==> src/rtl/serial_add_sub.sv <==
// Digit-serial adder/subtractor: D bits per cycle, LSD first, with signed
// overflow, unsigned carry/borrow and zero flags behind a Start/Ready/Done handshake.
module serial_add_sub #(
  parameter int unsigned L = 16,
  parameter int unsigned D = 4
) (
  input  logic         Clk,
  input  logic         Reset,
  input  logic         Start,
  input  logic         Sub,
  input  logic [L-1:0] A,
  input  logic [L-1:0] B,
  output logic         Ready,
  output logic         Done,
  output logic [L-1:0] S,
  output logic         Overflow,
  output logic         Carry,
  output logic         Zero
);

  localparam int unsigned N  = L / D;
  localparam int unsigned CW = (N > 1) ? $clog2(N) : 1;

  typedef enum logic [1:0] {
    IDLE = 2'd0,
    RUN  = 2'd1,
    DONE = 2'd2
  } state_t;

  state_t state, state_n;

  logic [L-1:0]  a_q, b_q, r_q;
  logic          c_q;
  logic [CW-1:0] cnt_q;

  logic [D:0]    dsum_c;
  logic          last_c;
  logic          cmsb_c;
  logic [L-1:0]  a_shift_c, b_shift_c, res_c;
  logic          hi_zero_c;

  // One D-bit digit add per cycle; the carry register closes the loop.
  assign dsum_c = {1'b0, a_q[D-1:0]} + {1'b0, b_q[D-1:0]} + {{D{1'b0}}, c_q};
  assign last_c = (cnt_q == CW'(N - 1));
  // Carry into the top bit of the current digit, i.e. into the word MSB on the last digit.
  assign cmsb_c = a_q[D-1] ^ b_q[D-1] ^ dsum_c[D-1];

  generate
    if (D == L) begin : g_full
      assign a_shift_c = '0;
      assign b_shift_c = '0;
      assign res_c     = dsum_c[D-1:0];
      assign hi_zero_c = 1'b1;
    end else begin : g_part
      assign a_shift_c = {{D{1'b0}}, a_q[L-1:D]};
      assign b_shift_c = {{D{1'b0}}, b_q[L-1:D]};
      assign res_c     = {dsum_c[D-1:0], r_q[L-1:D]};
      // Upper digits are already registered; only the final digit is fresh.
      assign hi_zero_c = (r_q[L-1:D] == '0);
    end
  endgenerate

  // State register.
  always_ff @(posedge Clk) begin
    if (Reset) state <= IDLE;
    else       state <= state_n;
  end

  // Next-state logic.
  always_comb begin
    state_n = state;
    case (state)
      IDLE:    if (Start)  state_n = RUN;
      RUN:     if (last_c) state_n = DONE;
      DONE:    state_n = IDLE;
      default: state_n = IDLE;
    endcase
  end

  // Handshake outputs are registered decodes of the upcoming state.
  always_ff @(posedge Clk) begin
    if (Reset) begin
      Ready <= 1'b1;
      Done  <= 1'b0;
    end else begin
      Ready <= (state_n == IDLE);
      Done  <= (state_n == DONE);
    end
  end

  // Operand/result shift registers and result flags.
  always_ff @(posedge Clk) begin
    if (Reset) begin
      a_q      <= '0;
      b_q      <= '0;
      r_q      <= '0;
      c_q      <= 1'b0;
      cnt_q    <= '0;
      S        <= '0;
      Overflow <= 1'b0;
      Carry    <= 1'b0;
      Zero     <= 1'b0;
    end else begin
      case (state)
        IDLE: begin
          if (Start) begin
            a_q   <= A;
            b_q   <= B ^ {L{Sub}};
            c_q   <= Sub;
            r_q   <= '0;
            cnt_q <= '0;
          end
        end
        RUN: begin
          a_q   <= a_shift_c;
          b_q   <= b_shift_c;
          c_q   <= dsum_c[D];
          r_q   <= res_c;
          cnt_q <= cnt_q + CW'(1);
          if (last_c) begin
            S        <= res_c;
            Carry    <= dsum_c[D];
            Overflow <= cmsb_c ^ dsum_c[D];
            Zero     <= hi_zero_c && (dsum_c[D-1:0] == '0);
          end
        end
        default: ;
      endcase
    end
  end

endmodule
==> config.mk <==
export PLATFORM = sky130hd
export DESIGN_NAME = serial_add_sub
export DESIGN_NICKNAME = d
export VERILOG_FILES = /design/src/rtl/serial_add_sub.sv
export SDC_FILE = /design/constraint.sdc
export NUM_CORES = 1
export LEC_CHECK = 0
export BUFFER_PORTS_ARGS = -buffer_cell sky130_fd_sc_hd__buf_4
export CAP_MARGIN = 20
export CORE_UTILIZATION = 55
export DETAILED_ROUTE_END_ITERATION = 10
export GPL_ROUTABILITY_DRIVEN = 0
export PLACE_DENSITY = 0.79
export SLEW_MARGIN = 20
export SYNTH_ARGS = -nofsm -noshare
export SYNTH_HDL_FRONTEND = slang
export SYNTH_SLANG_ARGS = --single-unit
==> constraint.sdc <==
create_clock -name Clk -period 3.2 [get_ports Clk]
set_input_delay 0 -clock Clk [delete_from_list [all_inputs] [get_ports Clk]]
set_output_delay 0 -clock Clk [all_outputs]
set_load 0.005 [all_outputs]
# Word level (Yosys, flattened, before mapping)
# Cells that the tools add are included.
totals:
  ff_bits: 74
  wordCells: 44
  in_bits: 36
  out_inout_bits: 21
classes:
  add_sub_neg: 3
  bitwise: 4
  n_eq_ne: 4
  muxes: 13
  n_reduce_logical: 8
ops:
  columns: ["op", "n"]
  rows:
  - ["case mux 16 bit (2 select lines)", 3]
  - ["two-way mux 16 bit", 3]
  - ["XOR 16 bit", 1]
  - ["zero test 12 bit", 1]
  - ["case mux 2 bit (2 select lines)", 2]
  - ["two-way mux 2 bit", 3]
  - ["adder 4 x 4 -> 5 bit", 1]
  - ["adder 5 x 1 -> 5 bit", 1]
  - ["== test 2 bit, second input constant", 2]
  - ["zero test 2 bit", 2]
  - ["zero test 4 bit", 1]
  - ["AND reduction 2 bit", 2]
  - ["XOR 1 bit", 3]
  - ["adder 2 x 1 -> 2 bit, second input constant", 1]
  - ["== test 2 x 1 -> 1 bit, second input constant", 1]
  - ["inequality test 2 bit, second input constant", 1]
  - ["case mux 1 bit (2 select lines)", 1]
  - ["nonzero test 2 bit", 1]
  - ["logical AND 1 bit", 1]
  - ["two-way mux 1 bit", 1]

# Depth between registers and ports, before layout
depth:
  depth_word: 4
  depth_mapped: 7
  mapped_depth_nobuf: 7

# Worst setup path after synthesis
# No wires, ideal clock.
synth_path:
  kind: "register to register"
  startpoint: "register a_q[0]"
  endpoint: "register Zero"
  path_buffers: 0
  setup_time_ps: 117
  slack_ps: 1407
  path_stages_with_launch: 8
  period_less_slack_ps: 1793
  t_arrival_ps: 1676
  required_time_ps: 3083
  path_cell_list: "dfxtp_1 fa_1 inv_1 fa_1 nor4b_1 nand2_1 nor4_1 a32o_1"
synth_between:
  elab_chain_len: 4
synth_lines:
  columns: ["element", "line_no", "text"]
  rows:
  - ["start, declared", "32", "logic [L-1:0] a_q, b_q, r_q;"]
  - ["start signal, assigned", "115", "a_q <= a_shift_c;"]
  - ["adder 4 x 4 -> 5 bit", "43", "assign dsum_c = {1'b0, a_q[D-1:0]} + {1'b0, b_q[D-1:0]} + {{D{1'b0}}, c_q};"]
  - ["adder 5 x 1 -> 5 bit", "43", null]
  - ["zero test 4 bit", "124", "Zero <= hi_zero_c && (dsum_c[D-1:0] == '0);"]
  - ["logical AND 1 bit", "124", null]
  - ["end signal, assigned", "124", null]
  - ["end, declared", "18", "output logic Zero"]
# No other way between the ends.
# A chain may end at the register's enable or synchronous reset.

# Final worst setup path
layout_path:
  startpoint: "register b_q[0]"
  endpoint: "register Zero"
layout_between:
  elab_chain_len: 4
layout_lines:
  columns: ["element", "line_no", "text"]
  rows:
  - ["start, declared", "32", null]
  - ["start signal, assigned", "108", "b_q <= B ^ {L{Sub}};"]
  - ["start signal, assigned", "116", "b_q <= b_shift_c;"]
  - ["adder 4 x 4 -> 5 bit", "43", null]
  - ["adder 5 x 1 -> 5 bit", "43", null]
  - ["zero test 4 bit", "124", null]
  - ["logical AND 1 bit", "124", null]
# No other way between the ends.

==> results.yml <==
run_status:
  status: "finished clean"
synthesis:
  avgSynthCellArea_sq_um: 9.15
  synth-edff-count: 0
  synth_cell_types: 37
  synthFlopType: "dfxtp_1"
  synth_area_leaders: "dfxtp_1 47%, a22oi_1 6.3%, nand2_1 5.7%"
  synthCells: 326
  ys_ff_latch: 70
  syn_nets: 368
  synth_top_area_cell: "dfxtp_1"
  synth_top_area_share: 0.470
  netlist_area_sq_um: 2980
  ys_seq_area_frac: 0.470
  async_flop_share: 0
  synth_warnings: 0
flow_run:
  drv_cap: 0
pwr:
  pwr-share-seq: 0.506
  pwr-share-clk: 0.364
  power_frac_comb: 0.130
  pwr_density_cell_nw_per_um2: 519
  p_sw_frac: 0.258
  intPower_mw: 1.38
  p_sw_uw: 480
  ir_worst_vdd_uv: 360
  leakage_nw: 1.41
global_route:
  grt.overflow.total: 0
  antenna_found_initial: 0
  grt_pass1_wl_mm: 10.2
  grt_usage: 0.241
  grt_max_degree: 70
  first_global_vias: 2126
finish:
  syn_to_final_growth_pct: 20.1
  stdcell_area_sq_um: 3580
  drive_above_1_share: 0.223
  n_antenna_cell: 0
  fin_nets: 418
  final_cell_count_no_fill: 451
die:
  rows: 26
  die_x_um: 75.6
  die_area_sq_um: 5720
  pin_count: 57
  start_util: 0.576
  die-height_um: 75.6
  coreArea_sq_um: 5170
clocking:
  cts_tree: "built"
  htreeDepth: 3
  cts_root_buffer: "clkbuf_8"
  clock_latency_ns: 0.34
  clkSlewWorstSetupHoldPaths_ns: 0.07
  numCtsBuffers: 9
  postCtsSetupBuffers: 0
  cts_sinks: 70
  cts_buffer_depth: 2
routing:
  drtIter0Drc: 181
  drc_errors: 0
  wirelength_mm: 6.31
  dr.pass1.iters: 4
  drtAntennaViolNets: 0
  vias: 2442
  vias_per_cell: 5.41
  avgRoutedWirePerCell_um: 14.0
setup_path:
  path_max_fanout: 3
  crit_type: "flip-flop to flip-flop"
  reg2reg_depth: 7
  rrSetupSlack_ns: 1.26
  cp.required_ns: 3.49
  critical_path_arrival_ns: 2.23
  r2r_start: "b_q[0]"
  cp-start-kind: "flip-flop"
  end_kind: "flip-flop"
  reg2reg_to: "Zero"
sta:
  finalCritPeriodShare: 0.606
  max_freq_mhz: 515
  holdWs_ns: 0.0242
  fin_skew_ns: 0.00569
  drv_slew: 0
  tightest_slew_ns: 1.01
  tns_ns: 0
  finalSetupViolCount: 0
  min_period_ns: 1.94
  rsz0062_at_grt: "no"
  finalHoldViolations: 0
  slew_headroom: 0.322
min_path:
  holdPathStages: 3
  holdCritStartpoint: "A[9]"
  hold_path.class: "input port to flip-flop"
  hold_end: "a_q[9]"
placed_design:
  placed_area_sq_um: 3320
  place.detailed.instances: 427
  post-dp-hpwl_mm: 3.90
  port_buffers: 56
## synth_stat cells, types with 4 or more instances
| library cell | count |
|---|---|
| a21oi_1 | 30 |
| xor2_1 | 12 |
| nand2_1 | 45 |
| inv_1 | 4 |
| ha_1 | 4 |
| o22ai_1 | 13 |
| a2111oi_2 | 4 |
| buf_6 | 6 |
| xnor2_1 | 7 |
| buf_4 | 4 |
| a22oi_1 | 25 |
| clkbuf_1 | 10 |
| buf_2 | 4 |
| dfxtp_1 | 70 |
| a211oi_1 | 15 |
| nor2_1 | 42 |
## sequential cells by signal, indices dropped and copies added, names as in the netlist, 2 cells and up
signal,flops
r_q,12
b_q,16
S,16
cnt_q,2
a_q,16
state,2
## metal layers
layer  vias up  global-route usage  share of wire
met4         0               0.117          0.018
met3        11              0.0437          0.041
met1      1125               0.338           0.49
met2        60               0.358           0.45
met5         -                   0              0
li1       1246                   -              -
## critical path, cell delays in order (launching register included)
cell	delay (ns)
dfxtp_1	0.38
fa_1	0.21
inv_1	0.06
fa_1	0.52
nor4b_1	0.25
nand2_1	0.08
nor4_1	0.24
a32o_1	0.16
## cells in the final DEF (no fill, tap or decap), types with 7 or more instances in the layout
cell type / n
nand2_1: 45
o22ai_1: 13
dlygate4sd3_1: 8
a211oi_1: 15
xor2_1: 12
nor2_1: 42
dfxtp_1: 70
a22oi_1: 25
buf_4: 56
clkbuf_8: 9
a21oi_1: 30
xnor2_1: 7
## worst max path at each step
stage	to	depth (start not counted)	from
global route	c_q	7	b_q[0]
detailed placement	Zero	7	b_q[0]
floorplan	Zero	7	a_q[0]
finish	Zero	7	b_q[0]
global placement	Zero	7	a_q[0]
CTS	Zero	7	b_q[0]
## what timing repair did
action	CTS	global route
gates resized for setup	0	0
hold buffers	8	0
hold endpoints to repair	8	0
## area by class of cell
type / count / area [sq um]
flip-flops and latches: 70 / 1400
clock inverters: 5 / 50.0
inverters: 6 / 22.5
well taps: 70 / 87.6
multi-input cells: 225 / 1390
fillers: 410 / 1590
clock buffers: 11 / 131
repair buffers: 64 / 500
## power groups by stage
stage / Clock (mW) / Combinational [mW] / Sequential, mW
CTS: 0.685 / 0.241 / 0.938
finish: 0.677 / 0.241 / 0.939
floorplan: 0 / 0.176 / 0.952
detailed placement: 0 / 0.230 / 0.958
global placement: 0 / 0.228 / 0.957
global route: 0.723 / 0.267 / 0.944
## per-stage QoR
| stage | util | total power [mW] | setup WS, ns |
|---|---|---|---|
| final | 0.692 | 1.86 | 1.26 |
| after global routing | 0.692 | 1.93 | 1.16 |
| after CTS | 0.692 | 1.86 | 1.28 |
| after detailed placement | 0.642 | 1.19 | 1.30 |
| after global placement | 0.642 | 1.18 | 1.33 |
| after floorplan | - | 1.13 | 1.41 |
## cells by family after synthesis
logic type	count (synthesis)	share of synthesized area
xor+xnor	19	0.0558
fa+ha+maj	6	0.0302
buf+inv	31	0.0646
compound gates	94	0.219
simple gates	106	0.160
flops	70	0.470
Power figures use the tool's default switching activity.
